===== config.mk =====
export PLATFORM = sky130hd
export DESIGN_NAME = if_stage
export DESIGN_NICKNAME = d
export VERILOG_FILES = /design/src/rtl/if_stage.sv
export SDC_FILE = /design/constraint.sdc
export NUM_CORES = 1
export LEC_CHECK = 0
export CAP_MARGIN = 20
export CORE_ASPECT_RATIO = 1.2
export CORE_MARGIN = 2
export CORE_UTILIZATION = 44
export CTS_CLUSTER_SIZE = 40
export DETAILED_ROUTE_END_ITERATION = 8
export GPL_ROUTABILITY_DRIVEN = 0
export PLACE_DENSITY = 0.83
export SKIP_LAST_GASP = 1
export SYNTH_ARGS = -nofsm -noshare
export SYNTH_HDL_FRONTEND = slang
export SYNTH_SLANG_ARGS = --single-unit

===== constraint.sdc =====
create_clock -name ClkIn -period 2.9 [get_ports ClkIn]
set_input_delay 0.58 -clock ClkIn [delete_from_list [all_inputs] [get_ports ClkIn]]
set_output_delay 0.58 -clock ClkIn [all_outputs]
set_load 0.02 [all_outputs]

===== src/rtl/if_stage.sv =====
// Instruction-fetch stage: program counter, instruction-memory address and
// IF/ID pipeline register with redirect, stall, bubble and fetch counting.
module if_stage #(
  parameter logic [31:0] RESET_PC = 32'h0000_0000,
  parameter logic [31:0] NOP_WORD = 32'h0000_0000
) (
  input  logic        ClkIn,
  input  logic        Rst,
  input  logic        Stall,
  input  logic        BranchTaken,
  input  logic [31:0] BranchTarget,
  input  logic        Jump,
  input  logic [31:0] JumpTarget,
  output logic [31:0] ImemAddr,
  input  logic [31:0] ImemData,
  output logic [31:0] IfId_Instr,
  output logic [31:0] IfId_PcPlus4,
  output logic        IfId_Valid,
  output logic [31:0] FetchCount
);

  logic [31:0] r_pc;
  logic [31:0] r_instr;
  logic [31:0] r_pc_plus4;
  logic        r_valid;
  logic [31:0] r_fetch_count;

  logic        w_redirect;
  logic [31:0] w_target_sel;
  logic [31:0] w_redirect_pc;
  logic [31:0] w_pc_plus4;

  // A taken branch (resolved later in the pipe) outranks a jump from decode.
  assign w_redirect    = BranchTaken | Jump;
  assign w_target_sel  = BranchTaken ? BranchTarget : JumpTarget;
  assign w_redirect_pc = w_target_sel & 32'hFFFF_FFFC;
  assign w_pc_plus4    = r_pc + 32'd4;

  always_ff @(posedge ClkIn) begin
    if (Rst) begin
      r_pc          <= RESET_PC;
      r_instr       <= NOP_WORD;
      r_pc_plus4    <= 32'd0;
      r_valid       <= 1'b0;
      r_fetch_count <= 32'd0;
    end else if (w_redirect) begin
      // The word fetched this cycle is on the wrong path; replace it with a bubble.
      r_pc       <= w_redirect_pc;
      r_instr    <= NOP_WORD;
      r_pc_plus4 <= 32'd0;
      r_valid    <= 1'b0;
    end else if (!Stall) begin
      r_pc          <= w_pc_plus4;
      r_instr       <= ImemData;
      r_pc_plus4    <= w_pc_plus4;
      r_valid       <= 1'b1;
      r_fetch_count <= r_fetch_count + 32'd1;
    end
  end

  assign ImemAddr     = r_pc;
  assign IfId_Instr   = r_instr;
  assign IfId_PcPlus4 = r_pc_plus4;
  assign IfId_Valid   = r_valid;
  assign FetchCount   = r_fetch_count;

endmodule


* After elaboration in Yosys (flattened, before gate mapping)
Index checks and enable logic that the tools add are counted.
** Storage, ports and cells
- Flip-flop bits (word level) :: 129
- Logic and storage cells :: 17
- Input bits :: 101
- Output and inout port bits :: 129
** Operators by class
- Multiplexer cells :: 3
- Eq/ne operators :: 1
- $add $sub $neg :: 2
- Reductions and logical operators :: 2
- Bitwise logic cells :: 3
** Operators with widths (number)
- $mux W32 :: 3
- $add A32 B1 Y32 const B :: 1
- $add A32 B3 Y32 const B :: 1
- $ne A2 B1 Y1 const B :: 1
- $not A1 Y1 :: 2
- $reduce_and A2 Y1 :: 1
- $reduce_or A2 Y1 :: 1
- $or A1 B1 Y1 :: 1

* Logic depth before layout (Yosys ltp)
- Word-level depth :: 3
- Mapped depth :: 7
- Depth with buffers taken out :: 6

* Worst setup path before layout
OpenSTA, ideal clock, no wires.
- Path type :: in2reg
- Start point :: input port Jump
- End point :: register r_fetch_count[28] (netlist: FetchCount[28])
- Setup slack :: 715 ps
- Data arrival time :: 2058 ps
- Setup time :: 128 ps
- Cell stages on the path :: 7
- Required time :: 2772 ps
- Buffers on the path :: 2
- Path through :: buf_2 > or3_4 > or3_4 > buf_6 > nor4_2 > xnor2_1 > nor2_1
** Between the ends
- Word-level cells in the longest chain between the ends :: 3
** Ends and longest elaborated chain
- start, declared :: RTL line 12 : input logic Jump,
- $or A1 B1 Y1 :: RTL line 34 : assign w_redirect = BranchTaken | Jump;
- $not A1 Y1 (no source line)
- $reduce_and A2 Y1 (no source line)
- end signal, assigned :: RTL line 57 : r_fetch_count <= r_fetch_count + 32'd1;
- end, declared :: RTL line 26 : logic [31:0] r_fetch_count;
Every way passes these cells.
A chain may end at the register's enable or synchronous reset.

* Worst setup path after layout
- Start point :: register r_pc[3] (netlist: ImemAddr[3])
- End point :: register r_pc[28] (netlist: ImemAddr[28])
** Between the ends
- Word-level cells in the longest chain between the ends :: 3
** Ends and longest elaborated chain
- start, declared :: RTL line 22 : logic [31:0] r_pc;
- start signal, assigned :: RTL line 48 : r_pc <= w_redirect_pc;
- start signal, assigned :: RTL line 53 : r_pc <= w_pc_plus4;
- $add A32 B3 Y32 :: RTL line 37 : assign w_pc_plus4 = r_pc + 32'd4;
- $mux W32 :: RTL line 52 : end else if (!Stall) begin
- $mux W32 :: RTL line 46 : end else if (w_redirect) begin
Every way passes these cells. The select of a mux whose other input is x is not followed.

==> implementation parameters <==
Parameter                              Value

CTS
  Gates resized, CTS repair ... 0
  Clk sinks ... 125
  CTS Root Buffer Type ... clkbuf_16
  CTS Buffer Depth ... 2
  Depth of the CTS H-tree ... 4
  Number of buffers inserted by hold repair at cts ... 0
  Clk slew on worst S/H paths ... 60 ps
  Source-to-sink clock delay at the later pin of the worst-skew pair ... 420 ps
  Clock tree from TritonCTS ... built
  Number of CTS-inserted buffers ... 17
  Post-CTS setup buffer count ... 0

Timing
  Sum of negative setup slack ... 0 ps
  Max-slew violation count ... 0
  Endpoints failing setup ... 0
  Setup repair after global routing missed its margin ... no
  Slew headroom ... ~52%
  Worst-case hold slack ... 466 ps
  Post-route clock skew ... 8.12 ps
  Post-route clock period utilization ... 85.8%
  Fin. Hold Viols ... 0
  Min Tclk post-route ... between 2000 and 2500 ps
  FMAX ... ~0.40 GHz
  Worst-Margin Slew ... 718 ps

Critical path
  Peak fanout along the critical path ... 7
  Capturing instance or port of the critical path ... ImemAddr[28]
  Reg2Reg Depth ... 5
  Classification of the worst setup path ... flip-flop to flip-flop
  CP Capture Type ... flip-flop
  Critical Path RT ... 3200 ps
  Slowest library cell on the worst path ... nor4_1
  Flop2flop setup slack ... between 400 and 500 ps
  Sequence of cells on the critical path ... ha_1 > nand4_1 > nor4_1 > nand4_1 > a221o_1
  Reg-to-Reg End ... ImemAddr[28]
  CP startpoint kind ... flip-flop
  Worst r2r src ... ImemAddr[3]
  Crit-path max cell delay ... 740 ps
  Top cell by count, worst path ... nand4_1
  Critical path depth in cells ... 5
  Arrival time at the worst endpoint ... 2790 ps
  Largest delay contributor family on the critical path ... simple AND/OR/NAND/NOR gates
  Combined buffer and inverter count along the critical path ... 0
  Worst setup path startpoint ... ImemAddr[3]

Logic synthesis
  Count leader, synth ... dfxtp_1
  Yosys warning count ... 0
  Most frequently used flop master after synthesis ... dfxtp_1
  Number of flops mapped to enable cells by yosys ... 0
  Cells after Synth ... between 700 and 800
  Area share of the leading cell type in the synthesized netlist ... 41.9%
  Share of synthesized area occupied by flip-flops and latches ... 41.9%
  Top area cells in the synthesized netlist ... dfxtp_1, mux2i_1, nor2_1
  Mean instance size in the synthesized netlist ... 8.36 µm²
  Most instantiated cells after synthesis ... dfxtp_1, nor2_1, nand2_1, a21oi_1, mux2i_1
  FF+latch count, synth ... 125
  Library cell occupying the most area in the post-synthesis netlist ... dfxtp_1
  FFs w/ async S/R, synth ... 0%
  Count of cell types in the netlist ... 42
  Post-Synthesis Cell Area ... 0.00597 mm²

GRT
  Global-route wire length before repair ... a little under 30,000 µm
  Total congestion overflow after global routing ... 0
  Combined global-route utilization of all metal layers ... 26.0%
  Via count of the first global-routing pass ... 5,996
  Initial antenna violation count ... 0
  Maximum number of pins on one net before global-route repair ... 63

Die
  Total core area ... 0.0132 mm²
  Horizontal extent of the die ... between 100 and 150 µm
  Vertical die dimension ... about 130 µm
  Rows ... 46
  Initial core utilization ... about 45%
  Die Outline Area ... 0.0145 mm²
  I/O pin cnt ... 230

Finish
  Footprint of the multi-input gates ... 0.00322 mm²
  Relative area change from synthesis to final layout ... 49.1%
  Net count, final ... just over 1,000
  Number of antenna repair diodes ... 0
  FF/Latch Area ... 0.00250 mm²
  Layout filler cell count ... about 1,100
  Layout cell share with drive strength beyond 1 ... 6.88%

Placement
  Hpwl dp ... 13,300 µm
  Number of buffer cells added on primary ports ... 221

Power and ir drop
  P_leak ... 0.00335 µW
  Total power consumption of the routed design ... 4650 µW
  PD cells ... 522 mW/mm²
  Worst vdd ir ... 0.347 mV

Hold path
  Path type of the worst min-delay path ... flip-flop to flip-flop

Flow run
  Number of violations of the max-capacitance limit ... 0

Drt
  Total DRC errors in the routed layout ... 0
  Post-DR vias/cell ... 5.46
  Number of detailed-routing iterations run before antenna repair ... 7
  Routed length per instance ... 17.2 µm
  Number of design-rule violations left by the first detailed-router iteration ... 401
  Final wirelength ... 18,900 µm
  Routed vias ... between 5,000 and 6,000
  Count of nets left with antenna violations after detail routing ... 0

Run status
  Status ... finished, final reports clean
state kept, by name, summed over array words and instances (netlist names):
register      count
IfId_PcPlus4     30
ImemAddr         30
FetchCount       32
IfId_Valid        1
IfId_Instr       32
worst register-to-register path: stages (launching register included):
cell and delay [ps]:
dfxtp_1 420, ha_1 290, nand4_1 320, nor4_1 740, nand4_1 270, a221o_1 330
per-stage QoR:
stage | utilization [%] | cell area (µm²) | worst slack (ps) | cells
final | 67.3 | 8910 | 413 | 1098
after global routing | 67.3 | 8910 | 237 | 1098
after CTS | 67.3 | 8910 | 431 | 1098
after detailed placement | 62.6 | 8290 | 459 | 1066
after global placement | 62.5 | 8280 | 471 | 1065
after floorplan | - | 5980 | 715 | 717
layout make-up:
cell class	count	share of cell area, %
Tap cell	168	2.36
Clock inverter	14	2.02
Inverter	8	0.337
Clock buffer	18	4.93
Multi-Input combinational cell	529	36.2
Sequential cell	125	28.1
Timing Repair Buffer	236	26.1
kinds of logic (layout without fill, tap and decap cells):
kind of cell    after synthesis  in the layout  synth area share (%)
simple gates                303            303                  25.7
flops                       125            125                  41.9
compound gates              123            123                  12.2
buf+inv                      63            276                  4.53
xor+xnor                     54             54                  7.92
mux                          43             43                  7.21
fa+ha+maj                     2              2                 0.419
other cells                   1              4                0.0628
how the worst min path moves through the flow:
stage	from	endpoint	slack [ps]	depth (start not counted)
floorplan	IfId_PcPlus4[4]	IfId_PcPlus4[4]	540	2
global placement	IfId_PcPlus4[7]	IfId_PcPlus4[7]	450	2
detailed placement	IfId_PcPlus4[7]	IfId_PcPlus4[7]	460	2
CTS	IfId_PcPlus4[7]	IfId_PcPlus4[7]	470	2
global route	IfId_PcPlus4[7]	IfId_PcPlus4[7]	490	2
finish	IfId_PcPlus4[7]	IfId_PcPlus4[7]	470	2
placed cells by master, fill, tap and decap left out, types with 4 or more instances in the layout:
cell type,Yosys,layout
inv_6,0,5
nor2_1,89,89
and3_1,17,17
clkdlybuf4s50_1,0,217
a21oi_1,56,56
or3_1,9,9
nand4_1,23,23
mux2i_1,43,43
o21ai_0,33,33
inv_1,7,7
conb_1,1,4
dfxtp_1,125,125
buf_4,4,14
and4_1,6,6
o22ai_1,5,5
clkbuf_16,0,17
nor3_1,19,17
xnor2_1,20,20
nand3b_1,18,18
o211ai_1,5,5
nor4_1,11,11
nand3_1,27,27
o221ai_1,4,4
xor2_1,34,34
a221oi_1,9,9
nand2_1,71,71
where the power goes:
part,internal [µW],switching [µW]
Combinational,288,271
Clock,1390,868
Sequential,1760,64.0
layer usage:
layer	global-route usage (%)	vias up	part of all wire, %
li1	-	2921	-
met1	29.8	2782	40
met2	44.3	248	49
met3	9.18	42	9.0
met4	8.61	0	2.3
met5	0	-	0
Power figures use the tool's default switching activity.
